--- src/rtl/add_sequencer_pkg.sv ---
// add_pkg: shared width default and FSM state type for the add sequencer.
package add_pkg;
    localparam int BITS_DEFAULT = 8;
    typedef enum logic [1:0] {LOAD_A, LOAD_B, EXEC, HOLD} state_e;
endpackage

--- src/rtl/add_sequencer_if.sv ---
// add_sequencer_if: operand input, external adder and result handshake signals.
interface add_sequencer_if #(parameter int BITS = add_pkg::BITS_DEFAULT);
    logic            in_valid, in_ready;
    logic [BITS-1:0] in_data, A, B, S, out_sum;
    logic            Z, N, P;
    logic            out_valid, out_ready, out_z, out_n, out_p, out_ovf;
    logic [7:0]      out_count;
    modport slave (
        input  in_valid, in_data, S, Z, N, P, out_ready,
        output in_ready, A, B, out_valid, out_sum, out_z, out_n, out_p, out_ovf, out_count
    );
    modport master (
        output in_valid, in_data, S, Z, N, P, out_ready,
        input  in_ready, A, B, out_valid, out_sum, out_z, out_n, out_p, out_ovf, out_count
    );
endinterface

--- src/rtl/add_sequencer.sv ---
// add_sequencer: loads two operands, samples an external adder once, holds the result until taken.
module add_sequencer
    import add_pkg::*;
#(
    parameter int BITS = BITS_DEFAULT
) (
    input logic           clk,
    input logic           rst_n,
    add_sequencer_if.slave bus
);
    state_e          state_q, state_d;
    logic [BITS-1:0] a_q, a_d, b_q, b_d, sum_q, sum_d;
    logic            z_q, z_d, n_q, n_d, p_q, p_d, ovf_q, ovf_d;
    logic [7:0]      count_q, count_d;
    logic            in_hs;

    assign in_hs = bus.in_valid && bus.in_ready;

    always_comb begin
        state_d = state_q;
        a_d     = a_q;
        b_d     = b_q;
        sum_d   = sum_q;
        z_d     = z_q;
        n_d     = n_q;
        p_d     = p_q;
        ovf_d   = ovf_q;
        count_d = count_q;
        case (state_q)
            LOAD_A: if (in_hs) begin
                a_d     = bus.in_data;
                state_d = LOAD_B;
            end
            LOAD_B: if (in_hs) begin
                b_d     = bus.in_data;
                state_d = EXEC;
            end
            EXEC: begin
                sum_d   = bus.S;
                z_d     = bus.Z;
                n_d     = bus.N;
                p_d     = bus.P;
                // like-signed operands producing an opposite-signed sum
                ovf_d   = (a_q[BITS-1] == b_q[BITS-1]) && (bus.S[BITS-1] != a_q[BITS-1]);
                state_d = HOLD;
            end
            HOLD: if (bus.out_ready) begin
                count_d = count_q + 8'd1;
                state_d = LOAD_A;
            end
            default: state_d = LOAD_A;
        endcase
    end

    always_ff @(posedge clk) begin
        if (!rst_n) begin
            state_q <= LOAD_A;
            a_q     <= '0;
            b_q     <= '0;
            sum_q   <= '0;
            z_q     <= 1'b0;
            n_q     <= 1'b0;
            p_q     <= 1'b0;
            ovf_q   <= 1'b0;
            count_q <= '0;
        end else begin
            state_q <= state_d;
            a_q     <= a_d;
            b_q     <= b_d;
            sum_q   <= sum_d;
            z_q     <= z_d;
            n_q     <= n_d;
            p_q     <= p_d;
            ovf_q   <= ovf_d;
            count_q <= count_d;
        end
    end

    assign bus.in_ready  = (state_q == LOAD_A) || (state_q == LOAD_B);
    assign bus.out_valid = state_q == HOLD;
    assign bus.A         = a_q;
    assign bus.B         = b_q;
    assign bus.out_sum   = sum_q;
    assign bus.out_z     = z_q;
    assign bus.out_n     = n_q;
    assign bus.out_p     = p_q;
    assign bus.out_ovf   = ovf_q;
    assign bus.out_count = count_q;
endmodule
--- src/flat_wrapper.sv ---
// flat-port wrapper written by rule: the top's interface ports become plain ports
module add_sequencer_flat import add_pkg::*;
#(
    parameter int BITS = BITS_DEFAULT
)
  (clk, rst_n, bus_in_valid, bus_in_data, bus_S, bus_Z, bus_N, bus_P, bus_out_ready, bus_in_ready, bus_A, bus_B, bus_out_valid, bus_out_sum, bus_out_z, bus_out_n, bus_out_p, bus_out_ovf, bus_out_count);
  add_sequencer_if #(.BITS(BITS)) bus_i ();
  input logic clk;
  input logic rst_n;
  input wire logic [$bits(bus_i.in_valid)-1:0] bus_in_valid;
  input wire logic [$bits(bus_i.in_data)-1:0] bus_in_data;
  input wire logic [$bits(bus_i.S)-1:0] bus_S;
  input wire logic [$bits(bus_i.Z)-1:0] bus_Z;
  input wire logic [$bits(bus_i.N)-1:0] bus_N;
  input wire logic [$bits(bus_i.P)-1:0] bus_P;
  input wire logic [$bits(bus_i.out_ready)-1:0] bus_out_ready;
  output wire logic [$bits(bus_i.in_ready)-1:0] bus_in_ready;
  output wire logic [$bits(bus_i.A)-1:0] bus_A;
  output wire logic [$bits(bus_i.B)-1:0] bus_B;
  output wire logic [$bits(bus_i.out_valid)-1:0] bus_out_valid;
  output wire logic [$bits(bus_i.out_sum)-1:0] bus_out_sum;
  output wire logic [$bits(bus_i.out_z)-1:0] bus_out_z;
  output wire logic [$bits(bus_i.out_n)-1:0] bus_out_n;
  output wire logic [$bits(bus_i.out_p)-1:0] bus_out_p;
  output wire logic [$bits(bus_i.out_ovf)-1:0] bus_out_ovf;
  output wire logic [$bits(bus_i.out_count)-1:0] bus_out_count;
  assign bus_i.in_valid = bus_in_valid;
  assign bus_i.in_data = bus_in_data;
  assign bus_i.S = bus_S;
  assign bus_i.Z = bus_Z;
  assign bus_i.N = bus_N;
  assign bus_i.P = bus_P;
  assign bus_i.out_ready = bus_out_ready;
  assign bus_in_ready = bus_i.in_ready;
  assign bus_A = bus_i.A;
  assign bus_B = bus_i.B;
  assign bus_out_valid = bus_i.out_valid;
  assign bus_out_sum = bus_i.out_sum;
  assign bus_out_z = bus_i.out_z;
  assign bus_out_n = bus_i.out_n;
  assign bus_out_p = bus_i.out_p;
  assign bus_out_ovf = bus_i.out_ovf;
  assign bus_out_count = bus_i.out_count;
  add_sequencer #(.BITS(BITS)) u_core (.clk(clk), .rst_n(rst_n), .bus(bus_i));
endmodule
--- config.mk ---
export PLATFORM = sky130hd
export DESIGN_NAME = add_sequencer_flat
export DESIGN_NICKNAME = d
export VERILOG_FILES = /design/src/rtl/add_sequencer_pkg.sv /design/src/rtl/add_sequencer_if.sv /design/src/rtl/add_sequencer.sv /design/src/flat_wrapper.sv
export SDC_FILE = /design/constraint.sdc
export NUM_CORES = 1
export LEC_CHECK = 0
export CAP_MARGIN = 20
export CORE_AREA = 2 2 64 66
export CTS_BUF_LIST = sky130_fd_sc_hd__clkbuf_16
export CTS_CLUSTER_SIZE = 30
export DETAILED_ROUTE_END_ITERATION = 12
export DIE_AREA = 0 0 66 68
export MAX_ROUTING_LAYER = met4
export PLACE_DENSITY = 0.75
export SLEW_MARGIN = 20
export SYNTH_ARGS = -nofsm -noshare
export SYNTH_HDL_FRONTEND = slang
export SYNTH_SLANG_ARGS = --single-unit
--- constraint.sdc ---
create_clock -name clk -period 1.6 [get_ports clk]
set_clock_uncertainty 0.05 [all_clocks]
set_input_delay 0.16 -clock clk [delete_from_list [all_inputs] [get_ports clk]]
set_output_delay 0.16 -clock clk [all_outputs]
set_load 0.02 [all_outputs]
======== Yosys cells after proc, flatten, opt, wreduce, memory -nomap -nowiden ========
Cells that the tools add are included.
W data, S select, Z words.
storage, ports and cells
  register bits ........................... 38
  output and inout bits ................... 38
  logic and storage cells ................. 30
operators by class
  add/subtract/negate cells ............... 1
  eq/ne operators ......................... 8
  mux-type cells .......................... 4
  reductions and logical operators ........ 8
operators with widths
  kind                   number
  $add A8 B1 Y8 const B  1
  $pmux W2 S4            1
  $mux W2                3
  $reduce_and A2 Y1      3
  $eq A2 B2 Y1 const B   2
  $ne A2 B1 Y1 const B   2
  $reduce_and A3 Y1      1
  $eq A2 B1 Y1 const B   1
  $logic_and A1 B1 Y1    2
  $logic_not A2 Y1       1
  $ne A2 B2 Y1 const B   1
  $eq A1 B1 Y1           1
  $logic_or A1 B1 Y1     1
  $ne A1 B1 Y1           1

======== Longest topological paths before layout ========
Gate-level depths: netlist of run 1.
  depth after elaboration ................. 5
  gate-level depth with buffers ........... 6
  depth with buffers taken out ............ 5

======== Worst setup path after synthesis of run 1 ========
Ideal clock, no wire load.
  kind .................................... reg-to-reg
  start point ............................. register u_core.state_q[0]
  end point ............................... register u_core.count_q[7], in the netlist u_core.bus.out_count[7]
  setup time .............................. 0.070 ns
  arrival ................................. 1.505 ns
  data required time ...................... 1.480 ns
  path slack .............................. -0.025 ns
  cell stages (with the launch flop) ...... 5
  period minus slack after synthesis ...... 1.625 ns
  cells stage by stage .................... dfxtp_1 ha_1 nand4_2 or4_1 a21oi_1
on the way
  cells in the longest elaborated chain, start to end .. 2
ends and longest elaborated chain
  what                                line                 text
  start, declared                     add_sequencer.sv:11  state_e state_q, state_d;
  start signal, assigned              add_sequencer.sv:67  state_q <= state_d;
  $eq A2 B2 Y1                        --
  via bus_out_valid                   flat_wrapper.sv:20   output wire logic [$bits(bus_i.out_valid)-1:0] bus_out_valid;
  $reduce_and A2 Y1 (no source line)  --
  end signal, assigned                add_sequencer.sv:75  count_q <= count_d;
  end, declared                       add_sequencer.sv:14  logic [7:0] count_q, count_d;
The timed path passes the listed nets, and every way through them passes these cells.
A chain may end at the register's enable or synchronous reset.

======== Worst setup path after layout of run 1 ========
  start point ............................. register u_core.count_q[3], in the netlist u_core.bus.out_count[3]
  end point ............................... output bus_out_count[3]
RTL lines
  what           line                text
  end, declared  flat_wrapper.sv:26  output wire logic [$bits(bus_i.out_count)-1:0] bus_out_count;
No word-level cell between the ends.

==> metrics, run 1 <==
outcome completed; final period utilization 0.955; first-pass iteration count of the detailed router 6; first-pass GRT wire length 6040 µm; io pins 61; pre-CTS setup slack -0.0246 ns; syn nets 202; fmax 654 MHz; worst slew pin tran 0.288 ns; Cells after Synth 174; drt total wl 3720 µm; Cell variety after synth 29; largest net degree at the start of global routing 39; top-area cell type share of the netlist area 0.499; Max transition margin 0.808; Num CTS Buffers 5; pwr dens 1420 nW/µm²; Reg clk slew, reported paths 0.05 ns; gr usage total 0.183; CP Depth 1; Worst setup EP type output port; P&R area growth vs syn 57.6%; setup ws final 0.0714 ns; Cell Area, Synth 1520 µm²; dpl cells 285; CP max stage delay 0.64 ns; combinational group share of total power 0.388; critical path cell sequence clkdlybuf4s50_1; Starting Density 0.395; core area 3860 µm²; busiest grt layer met2; antenna cells 0; CP max-delay cell clkdlybuf4s50_1; vias in the first global route 1364; M1 GR Usage 0.216; biggest area consumer among synthesized cells dfxtp_1; First DRT Iteration DRCs 62; GR Util met3 0.0559; leakage 0.899 nW; post-synthesis register bit count 38; sequential fraction of the synthesis area 0.499; unrepaired setup endpoints after global routing false; net switching power figure 1.14 mW; Int Pwr 2.28 mW; GRT overflow 0; Top delay family on crit path buffers and inverters; kind of critical path reg -> out; chip width 66 µm; Final Net Count 270; row count 23; Synth warnings 0; crit path capture bus_out_count[3]; clk_lat worst skew 0.27 ns; worst reg2reg setup slack 0.09 ns; Clock Power Share 0.265; total number of vias 1439; Crit path required time 1.39 ns; post-route insts no fill 293; crit path buf inv count 1; crit-path max FO 6; final core utilization 0.623; die area 4490 µm²; r2r startpoint u_core.state_q[0]; clock tree buffer depth 2; post-DP HPWL 2630 µm; fillcell total 343; asr flop ratio synth 0; top_reg_cell synth dfxtp_1; crit path launch type flip-flop; critical path startpoint u_core.bus.out_count[3]; Hold Buf Count CTS 0; IR drop worst, VDD 0.784 mV; R2R cell count 5; # DRC 0; routability cong. 0.771; switching power share of the total 0.333; # port buffers 60; Slew Viols, Final 0; share of cells above drive strength 1 0.111; GRT met2 Usage 0.284; Max Cap Viol 0; antenna viol nets, final 0; main area contributors after synthesis dfxtp_1, a21oi_1, mux2i_1; clock root cell clkbuf_16; initial antenna violation count 0; sequential share of power 0.347; Final Critical Period 1.53 ns; setup violators final 0; data arrival time of the critical path 1.32 ns; die height 68 µm; vias per cell 4.91; routed len/inst 12.7 µm; number of synthesized flops with an enable pin 0; Synth Area per Inst 8.76 µm²; # clock sinks 38; capturing point of the worst reg2reg path u_core.bus.out_count[7]; TritonCTS clock tree done; H-tree depth reported by CTS 2; Min-Delay Path Class reg -> reg; Hold Fails Final Rpt 0
-- metal layers --
metal	share of wire	up-vias	routed length, µm
met5	0	-	0
met4	0.020	0	75
met3	0.035	6	132
met2	0.49	30	1820
met1	0.45	672	1690
li1	-	731	-
-- synthesized netlist by cell type (2+ instances only) --
cell type  number
dfxtp_1        38
a21oi_1        24
nand2_1        22
nand3_1        20
nor2_1         15
mux2i_1        11
clkbuf_1        6
ha_1            5
inv_1           5
o21ai_0         5
buf_1           2
buf_2           2
or3_1           2
or3_2           2
-- worst min path at each step --
| stage | start | end | slack, ns | depth (start not counted) |
|---|---|---|---|---|
| 2_1_floorplan | bus_S[0] | u_core.bus.out_sum[0] | 0.26 | 2 |
| 3_3_place_gp | u_core.bus.A[2] | u_core.bus.A[2] | 0.40 | 2 |
| 3_5_place_dp | u_core.bus.B[1] | u_core.bus.B[1] | 0.40 | 2 |
| 4_1_cts | u_core.bus.B[1] | u_core.bus.B[1] | 0.40 | 2 |
| 5_1_grt | u_core.bus.A[3] | u_core.bus.A[3] | 0.42 | 2 |
| 6_report | u_core.bus.B[4] | u_core.bus.B[4] | 0.40 | 2 |
-- cells in the final DEF (no fill, tap or decap), drive strengths merged --
master and instances:
o31ai 1, a311oi 1, nor2 15, mux2i 11, xnor2 1, and2b 1
nand4 2, clkdlybuf4s50 57, o21ai 5, or3 4, xor2 1, or2b 1
a21oi 24, buf 12, clkbuf 5, inv 6, dfxtp 38, nor4 1
dlymetal6s2s 1, o21bai 1, or2 1, dlygate4sd2 1, ha 5, nand2 22
nor3 1, clkinv 2, nand3 20, o21ba 1, or4 1, nand3b 1
-- cell type report --
type | count | area [µm²] | share of cell area
sequential | 38 | 761 | 0.317
timing repair buffer | 71 | 692 | 0.288
inverter | 5 | 18.8 | 0.00781
clock inverter | 3 | 12.5 | 0.00521
tap | 50 | 62.6 | 0.0260
clock buffer | 5 | 125 | 0.0521
multi-input combinational | 121 | 731 | 0.304
-- per-stage QoR --
stage	total power, mW	instance area, µm²	hold slack [ns]	TNS, ns
2_1_floorplan	1.94	1530	0.257	0
5_1_grt	3.62	2400	0.424	0
4_1_cts	3.43	2380	0.404	0
3_5_place_dp	2.53	2240	0.396	-0.0326
6_report	3.42	2400	0.402	0
3_3_place_gp	2.51	2240	0.396	-0.0155
-- state kept, by name, indices dropped and copies added, names as in the netlist --
signal,flops
u_core.bus.A,8
u_core.bus.B,8
u_core.bus.out_count,8
u_core.bus.out_sum,8
u_core.state_q,2
u_core.bus.out_n,1
u_core.bus.out_ovf,1
u_core.bus.out_p,1
u_core.bus.out_z,1
-- repair_timing --
item | 4_1_cts | 5_1_grt
gates resized for setup | 5 | 4
endpoints found under the setup margin | 2 | 6
setup buffers | 0 | 0
-- power groups by stage --
stage	Sequential, mW	Combinational [mW]	Clock (mW)
2_1_floorplan	1.37	0.574	0
3_3_place_gp	1.20	1.31	0
3_5_place_dp	1.21	1.33	0
4_1_cts	1.19	1.31	0.936
5_1_grt	1.21	1.44	0.973
6_report	1.19	1.32	0.906
-- cells by family (layout without fill, tap and decap cells) --
| family | after synthesis | in the layout | synth area share |
|---|---|---|---|
| xor+xnor | 2 | 2 | 0.0115 |
| buf+inv | 15 | 84 | 0.0386 |
| flops | 38 | 38 | 0.499 |
| fa+ha+maj | 5 | 5 | 0.0411 |
| simple gates | 70 | 70 | 0.220 |
| mux | 11 | 11 | 0.0723 |
| compound gates | 33 | 33 | 0.117 |
Power figures use the tool's default switching activity.
==> run 2: changes to the inputs <==
- SLEW_MARGIN: 20 -> unset
==> results of run 2 <==
Final layout, timing and power as in run 1 (identical DEF).
